--- src/rtl/alarm_sequencer.sv ---
// alarm_sequencer: alarm controller between the hh:mm:ss counters and the song player.
// Holds the alarm setpoint, detects the alarm time and sequences ringing, snooze
// and timeout. The snooze feature is compiled in only when ALARM_SNOOZE_EN is defined;
// without it btn_snooze is ignored, SNOOZE is unreachable and snooze_left reads 0.
module alarm_sequencer #(
    parameter int RESET_HOUR     = 7,
    parameter int RESET_MIN      = 0,
    parameter int RING_SECONDS   = 60,
    parameter int SNOOZE_SECONDS = 300,
    parameter int MAX_SNOOZE     = 3
) (
    input  logic       clock,
    input  logic       reset,
    input  logic       tick_1hz,
    input  logic [4:0] cur_hour,
    input  logic [5:0] cur_min,
    input  logic [5:0] cur_sec,
    input  logic       alarm_en,
    input  logic       btn_set_h,
    input  logic       btn_set_m,
    input  logic       btn_snooze,
    input  logic       btn_stop,
    output logic       play_sound,
    output logic [4:0] alarm_hour,
    output logic [5:0] alarm_min,
    output logic [1:0] state,
    output logic [1:0] snooze_left
);

    typedef enum logic [1:0] {
        DISARMED = 2'd0,
        ARMED    = 2'd1,
        RINGING  = 2'd2,
        SNOOZE   = 2'd3
    } state_t;

    localparam logic [4:0] HOUR_INIT = 5'(RESET_HOUR);
    localparam logic [5:0] MIN_INIT  = 6'(RESET_MIN);
    localparam logic [7:0] RING_LAST = 8'(RING_SECONDS - 1);

    state_t     cur_state;
    state_t     next_state;
    logic [7:0] ring_cnt;
    logic [7:0] ring_cnt_next;
    logic [4:0] hour_next;
    logic [5:0] min_next;
    logic       fired;
    logic       fired_next;
    logic       match;
    logic       edit_ok;
    logic       edit;

`ifdef ALARM_SNOOZE_EN
    localparam logic [9:0] SNOOZE_LAST = 10'(SNOOZE_SECONDS - 1);
    localparam logic [1:0] SNOOZE_INIT = 2'(MAX_SNOOZE);

    logic [9:0] snooze_cnt;
    logic [9:0] snooze_cnt_next;
    logic [1:0] snooze_left_r;
    logic [1:0] snooze_left_next;

    assign snooze_left = snooze_left_r;
`else
    logic unused_snooze;

    assign unused_snooze = &{1'b0, btn_snooze, SNOOZE_SECONDS[0], MAX_SNOOZE[0]};
    assign snooze_left   = 2'd0;
`endif

    assign state = cur_state;

    // Next-state, counter, setpoint and fired-flag logic; buttons beat ticks in the same cycle
    always_comb begin
        next_state    = cur_state;
        ring_cnt_next = ring_cnt;
        hour_next     = alarm_hour;
        min_next      = alarm_min;
        fired_next    = fired;
`ifdef ALARM_SNOOZE_EN
        snooze_cnt_next  = snooze_cnt;
        snooze_left_next = snooze_left_r;
`endif

        match   = (cur_hour == alarm_hour) && (cur_min == alarm_min) && (cur_sec == 6'd0);
        edit_ok = (cur_state == DISARMED) || (cur_state == ARMED);
        edit    = edit_ok && (btn_set_h || btn_set_m);

        if (edit_ok && btn_set_h) begin
            hour_next = (alarm_hour == 5'd23) ? 5'd0 : alarm_hour + 5'd1;
        end
        if (edit_ok && btn_set_m) begin
            min_next = (alarm_min == 6'd59) ? 6'd0 : alarm_min + 6'd1;
        end

        case (cur_state)
            DISARMED: begin
                if (alarm_en) begin
                    next_state = ARMED;
                end
            end
            ARMED: begin
                if (!alarm_en) begin
                    next_state = DISARMED;
                end else if (match && !fired) begin
                    next_state = RINGING;
                end
            end
            RINGING: begin
                if (!alarm_en) begin
                    next_state = DISARMED;
                end else if (btn_stop) begin
                    next_state = ARMED;
`ifdef ALARM_SNOOZE_EN
                end else if (btn_snooze) begin
                    if (snooze_left_r != 2'd0) begin
                        next_state       = SNOOZE;
                        snooze_left_next = snooze_left_r - 2'd1;
                    end else begin
                        next_state = ARMED;
                    end
`endif
                end else if (tick_1hz) begin
                    if (ring_cnt == RING_LAST) begin
                        next_state = ARMED;
                    end else begin
                        ring_cnt_next = ring_cnt + 8'd1;
                    end
                end
            end
            SNOOZE: begin
`ifdef ALARM_SNOOZE_EN
                if (!alarm_en) begin
                    next_state = DISARMED;
                end else if (btn_stop) begin
                    next_state = ARMED;
                end else if (tick_1hz) begin
                    if (snooze_cnt == SNOOZE_LAST) begin
                        next_state = RINGING;
                    end else begin
                        snooze_cnt_next = snooze_cnt + 10'd1;
                    end
                end
`else
                next_state = DISARMED;
`endif
            end
            default: next_state = DISARMED;
        endcase

        if (next_state != cur_state) begin
            ring_cnt_next = 8'd0;
`ifdef ALARM_SNOOZE_EN
            snooze_cnt_next = 10'd0;
            if ((next_state == ARMED) || (next_state == DISARMED)) begin
                snooze_left_next = SNOOZE_INIT;
            end
`endif
        end

        if ((next_state == RINGING) && (cur_state != RINGING)) begin
            fired_next = 1'b1;
        end else if (edit || (cur_min != alarm_min)) begin
            fired_next = 1'b0;
        end
    end

    // State, counters, setpoint and registered play_sound level
    always_ff @(posedge clock) begin
        if (reset) begin
            cur_state  <= DISARMED;
            play_sound <= 1'b0;
            alarm_hour <= HOUR_INIT;
            alarm_min  <= MIN_INIT;
            ring_cnt   <= 8'd0;
            fired      <= 1'b0;
`ifdef ALARM_SNOOZE_EN
            snooze_cnt    <= 10'd0;
            snooze_left_r <= SNOOZE_INIT;
`endif
        end else begin
            cur_state  <= next_state;
            play_sound <= (next_state == RINGING);
            alarm_hour <= hour_next;
            alarm_min  <= min_next;
            ring_cnt   <= ring_cnt_next;
            fired      <= fired_next;
`ifdef ALARM_SNOOZE_EN
            snooze_cnt    <= snooze_cnt_next;
            snooze_left_r <= snooze_left_next;
`endif
        end
    end

endmodule

--- config.mk ---
export PLATFORM = sky130hd
export DESIGN_NAME = alarm_sequencer
export DESIGN_NICKNAME = d
export VERILOG_FILES = /design/src/rtl/alarm_sequencer.sv
export SDC_FILE = /design/constraint.sdc
export NUM_CORES = 1
export LEC_CHECK = 0
export BUFFER_PORTS_ARGS = -buffer_cell sky130_fd_sc_hd__buf_2
export CORE_ASPECT_RATIO = 0.7
export CORE_MARGIN = 1.5
export CORE_UTILIZATION = 49
export DETAILED_ROUTE_END_ITERATION = 16
export MAX_ROUTING_LAYER = met4
export PLACE_DENSITY = 0.79
export SKIP_CTS_REPAIR_TIMING = 1
export SLEW_MARGIN = 10
export SYNTH_ARGS = -nofsm -noshare
export SYNTH_HDL_FRONTEND = slang
export SYNTH_SLANG_ARGS = --single-unit
--- constraint.sdc ---
create_clock -name clock -period 1.9 [get_ports clock]
set_clock_uncertainty 0.2 [all_clocks]
set_input_delay 0.38 -clock clock [delete_from_list [all_inputs] [get_ports clock]]
set_output_delay 0.38 -clock clock [all_outputs]
set_load 0.03 [all_outputs]
# Word level (Yosys, flattened, before mapping)
# Index checks and enable logic that the tools add are counted.
[word_totals]
input_bits = 25
register_bits = 23
[op_classes]
n_mux = 12
n_reduce_logical = 16
n_eq_ne = 12
bitwise = 2
addsub = 3
[ops]
columns = ["operator", "count"]
rows = [
  ["$mux 2", 7],
  ["$add 8x1->8 const B", 1],
  ["$eq 8x6->1 const B", 1],
  ["$pmux 2 s4", 1],
  ["$logic_and 1x1->1", 7],
  ["$add 6x1->6 const B", 1],
  ["$eq 2x2->1 const B", 3],
  ["$eq 6x6->1", 1],
  ["$eq 6x6->1 const B", 1],
  ["$logic_not 6->1", 1],
  ["$mux 6", 1],
  ["$ne 6x6->1", 1],
  ["$add 5x1->5 const B", 1],
  ["$eq 5x5->1", 1],
  ["$eq 5x5->1 const B", 1],
  ["$mux 5", 1],
  ["$reduce_and 5->1", 1],
  ["$logic_or 1x1->1", 3],
  ["$eq 2x1->1 const B", 1],
  ["$logic_not 2->1", 1],
  ["$mux 1", 2],
  ["$ne 2x2->1", 1],
  ["$ne 2x2->1 const B", 1],
  ["$not 1->1", 2],
  ["other kinds (3)", 3],
]

# Logic depth before layout (Yosys ltp)
[depth]
word_depth = 10
ltp_mapped = 6
ltp_nobuf = 6

# Worst setup path after synthesis
# OpenSTA, ideal clock, no wires.
[synth_timing]
path_kind = "reg2reg"
start = "register alarm_min[2]"
end = "register ring_cnt[0]"
arrival_time_ns = 1.581
setup_slack_ns = -0.001
required_ns = 1.580
stages_incl_launch_ff = 6
setup_time_ns = 0.120
path_buffers = 0
cell_sequence = "dfxtp_1 xor2_1 nor4_2 and4b_1 a2bb2oi_4 nor2_1"
[synth_between]
elab_chain_len = 9
[synth_lines]
columns = ["item", "line", "source"]
rows = [
  ["from (decl)", "25", "output logic [5:0] alarm_min,"],
  ["from (signal assigned)", "184", "alarm_min <= min_next;"],
  ["$eq 6x6->1", "84", "match = (cur_hour == alarm_hour) && (cur_min == alarm_min) && (cur_sec == 6'd0);"],
  ["$logic_and 1x1->1 (2 in a row)", "84", ""],
  ["$logic_and 1x1->1", "104", "end else if (match && !fired) begin"],
  ["$mux 2", "104", ""],
  ["$mux 2", "102", "if (!alarm_en) begin"],
  ["$pmux 2 s4", "95", "case (cur_state)"],
  ["$ne 2x2->1", "150", "if (next_state != cur_state) begin"],
  ["$reduce_or 2->1 (no source line)", "--", ""],
  ["to (signal assigned)", "185", "ring_cnt <= ring_cnt_next;"],
  ["to (decl)", "43", "logic [7:0] ring_cnt;"],
]
# Every way passes these cells.
# A chain may end at the register's enable or synchronous reset.

# Worst setup path after layout
[layout_timing]
start = "register alarm_min[1]"
end = "register ring_cnt[4]"
# The elaborated chain is that of the path after synthesis.

==> summary.md <==
| Metric | Value |
|---|---|
| Skew-Pair Late Insertion Delay | `0.32 ns` |
| DRT iter0 DRCs | `33` |
| Peak VDD IR | `0.439 mV` |
| Fin. Hold Viols | `0` |
| Max-cap check violation count | `0` |
| Setup crit end kind | `register` |
| Worst slew pin tran | `0.518 ns` |
| Minimum clock period | `1.80 ns` |
| Port Buf Inserts | `37` |
| Chip Width | `63.2 um` |
| Final-report setup violation count | `0` |
| Area share of the largest cell type after synthesis | `between 30% and 40%` |
| Post-synth top area cell | `dfxtp_1` |
| Sequential share of the synthesized area | `between 30 and 40%` |
| Type of the worst setup path | `register to register` |
| Main synth FF type | `dfxtp_1` |
| Logic pwr share | `a little under a fifth` |
| Reg2Reg Depth | `5` |
| Largest net degree at the start of global routing | `15` |
| R2r setup slk | `0.1 ns` |
| Net count, final | `218` |
| DR vias/cell | `5.13` |
| Average routed wire per standard cell | `12.7 um` |
| Worst r2r dst | `ring_cnt[4]$_SDFFE_PP0P_` |
| Synth warn | `0` |
| Initial antenna violation count | `0` |
| Ranking of synthesized cells by area | `dfxtp_1 (37%), xor2_1 (9.2%), xnor2_1 (6.3%)` |
| Min-delay worst type | `primary input to register` |
| Layout area overhead | `26.1%` |
| DRC violations left | `0` |
| Pre-CTS setup slack | `-0.0451 ns` |
| Async set-or-reset flop fraction in the synthesized netlist | `0%` |
| Root buf cell | `clkbuf_4` |
| Max Clk Rate | `555 MHz` |
| Startpoint type of the worst setup path | `register` |
| Register bit total from synthesis | `23` |
| Max FO, Critical Path | `8` |
| Routability-driven placement congestion ratio | `0.794` |
| Setup slack after layout | `0.0997 ns` |
| Vias in the first global route | `1037` |
| EDFF count, synth | `0` |
| Total wire length | `~2800 um` |
| Via count | `1144` |
| Die height | `45.1 um` |
| Setup TNS Final | `0 ns` |
| CTS tree | `done` |
| Pre-antenna DRT Iters | `4` |
| RSZ-0062 raised after global routing | `no` |
| Slew HR | `65.1%` |
| Antenna Cells | `0` |
| Switching Share | `30.0%` |
| Core ar. | `0.00244 mm2` |
| Yosys cell types | `36` |
| Count leader, synth | `dfxtp_1` |
| Clk slew on worst S/H paths | `approximately 0.14 ns` |
| Max Slew Vio Count | `0` |
| CTS Buf Count | `3` |
| Post-Syn Area | `0.00124 mm2` |
| Row cnt | `15` |
| Longest Clk Path Bufs | `2` |
| Leakage | `between 0.0006 and 0.0007 uW` |
| Htree depth | `1` |
| Sequence of cells on the critical path | `xor2_1 > nor4_2 > and4b_2 > a2bb2oi_4 > nor2_1` |
| Full die area | `0.00285 mm2` |
| Clock share of power | `25.8%` |
| I/O pin total | `around 40` |
| Critical Path AT | `1.82 ns` |
| First-pass GRT wire length | `4530 um` |
| Gr usage total | `21.1%` |
| Global route overflow | `0` |
| Run status | `complete, no violations` |
| Slowest-stage cell, CP | `dfxtp_1` |
| Share of power burned in registers | `55.2%` |
| Final period utilization | `around 95%` |
| Antenna Nets Post-Route | `0` |
| Synth Instances | `141` |
| Power Dens Cells | `596 mW/mm2` |
| Pint | `654 uW` |
| Required time of the critical path | `1.92 ns` |
| Post-synth top cells | `dfxtp_1 (23), nor2_1 (18), xor2_1 (13)` |
| Starting density of the core | `50.9%` |
| Net switching power | `280 uW` |
| Slowest cell delay on critical path | `0.36 ns` |
| Min-delay src | `alarm_en` |
| Final HPWL from detailed placement | `2290 um` |
| Hold endpoint | `state[0]$_SDFF_PP0_` |
| CTS Sinks | `23` |
| Avg Cell Area, Syn | `8.81 um2` |
| Hold path cells | `2` |
| Worst reg2reg startpoint | `alarm_min[1]$_SDFFE_PP0P_` |
| Layout cells sized above 1 | `between 30 and 40%` |
## worst max-delay path: cells and delay by family, from the launching register on
| family | cells | cell delay, ns |
|---|---|---|
| and+or+nand+nor | 3 | 0.71 |
| xor gates and xnor gates | 1 | 0.17 |
| DFF | 1 | 0.36 |
| AOI/OAI and AO/OA | 1 | 0.25 |
## routing by layer
metal / GRT usage [%] / part of all wire [%]
met1: 24.1 / 44
met2: 38.3 / 49
met3: 5.99 / 6.5
met4: 3.48 / 0.88
met5: - / 0
## power by group through the flow
stage | clock (uW) | sequential [uW] | combinational (uW)
floorplan | 0 | 554 | 83.7
finish | 241 | 515 | 177
CTS | 246 | 515 | 176
global route | 264 | 518 | 193
detailed placement | 0 | 526 | 176
global placement | 0 | 524 | 170
## area by class of cell
type,instances,area [um2]
Clock buffer,3,22.5
Clock inverter,1,7.51
Fill cell,215,873
Inverter,3,11.3
Multi-Input combinational cell,112,758
Sequential cell,23,464
Tap cell,34,42.5
Timing Repair Buffer,47,260
## logic make-up after synthesis
| logic type | count (synthesis) | share of synthesized area, % |
|---|---|---|
| AOI/OAI and AO/OA | 20 | 11.6 |
| xor gates and xnor gates | 22 | 15.5 |
| adders and majority gates | 3 | 3.02 |
| buffers and inverters | 7 | 2.82 |
| DFF | 23 | 37.1 |
| muxes | 2 | 1.61 |
| other | 1 | 0.302 |
| and+or+nand+nor | 63 | 28.1 |
## per-stage QoR
step / cell area [um2] / power (uW) / util (%) / hold slack [ns] / cells
floorplan: 1250 / 638 / - / 0.283 / 142
CTS: 1540 / 938 / 63.2 / 0.129 / 221
detailed placement: 1510 / 701 / 61.9 / 0.311 / 217
global route: 1570 / 975 / 64.2 / 0.153 / 223
finish: 1570 / 934 / 64.2 / 0.128 / 223
global placement: 1510 / 694 / 61.9 / 0.300 / 217
## worst max-delay path by stage
stage | cells past startpoint | from | slack (ns) | end
2_1_floorplan | 5 | alarm_min[0]$_SDFFE_PP0P_ | 0.05 | ring_cnt[0]$_SDFFE_PP0P_
3_3_place_gp | 6 | cur_min[2] | -0.04 | ring_cnt[0]$_SDFFE_PP0P_
3_5_place_dp | 6 | cur_sec[1] | -0.05 | ring_cnt[1]$_SDFFE_PP0P_
4_1_cts | 6 | ring_cnt[0]$_SDFFE_PP0P_ | 0.02 | ring_cnt[4]$_SDFFE_PP0P_
5_1_grt | 6 | ring_cnt[1]$_SDFFE_PP0P_ | 0.009 | ring_cnt[1]$_SDFFE_PP0P_
6_report | 5 | alarm_min[1]$_SDFFE_PP0P_ | 0.1 | ring_cnt[4]$_SDFFE_PP0P_
## flip-flops by register name, summed over array words and instances (netlist names)
name        count
alarm_hour      5
alarm_min       6
fired           1
play_sound      1
ring_cnt        8
state           2
## placed cells by master, fill, tap and decap left out, types with 2 or more instances in the layout
cell,n
buf_2,37
dfxtp_1,20
nor2_1,18
xor2_1,13
nand2_1,11
buf_4,10
a21oi_1,9
xnor2_1,9
nand3_1,4
and3_1,4
nor2b_1,3
nand4_1,3
o21ai_0,3
inv_1,3
nand2b_1,3
dfxtp_2,3
clkbuf_4,3
or3_1,2
nand4b_1,2
nor3_1,2
and4_1,2
and2_1,2
mux2i_1,2
a21o_1,2
ha_1,2
conb_1,2
No activity file was read; power rests on OpenSTA's default activity.
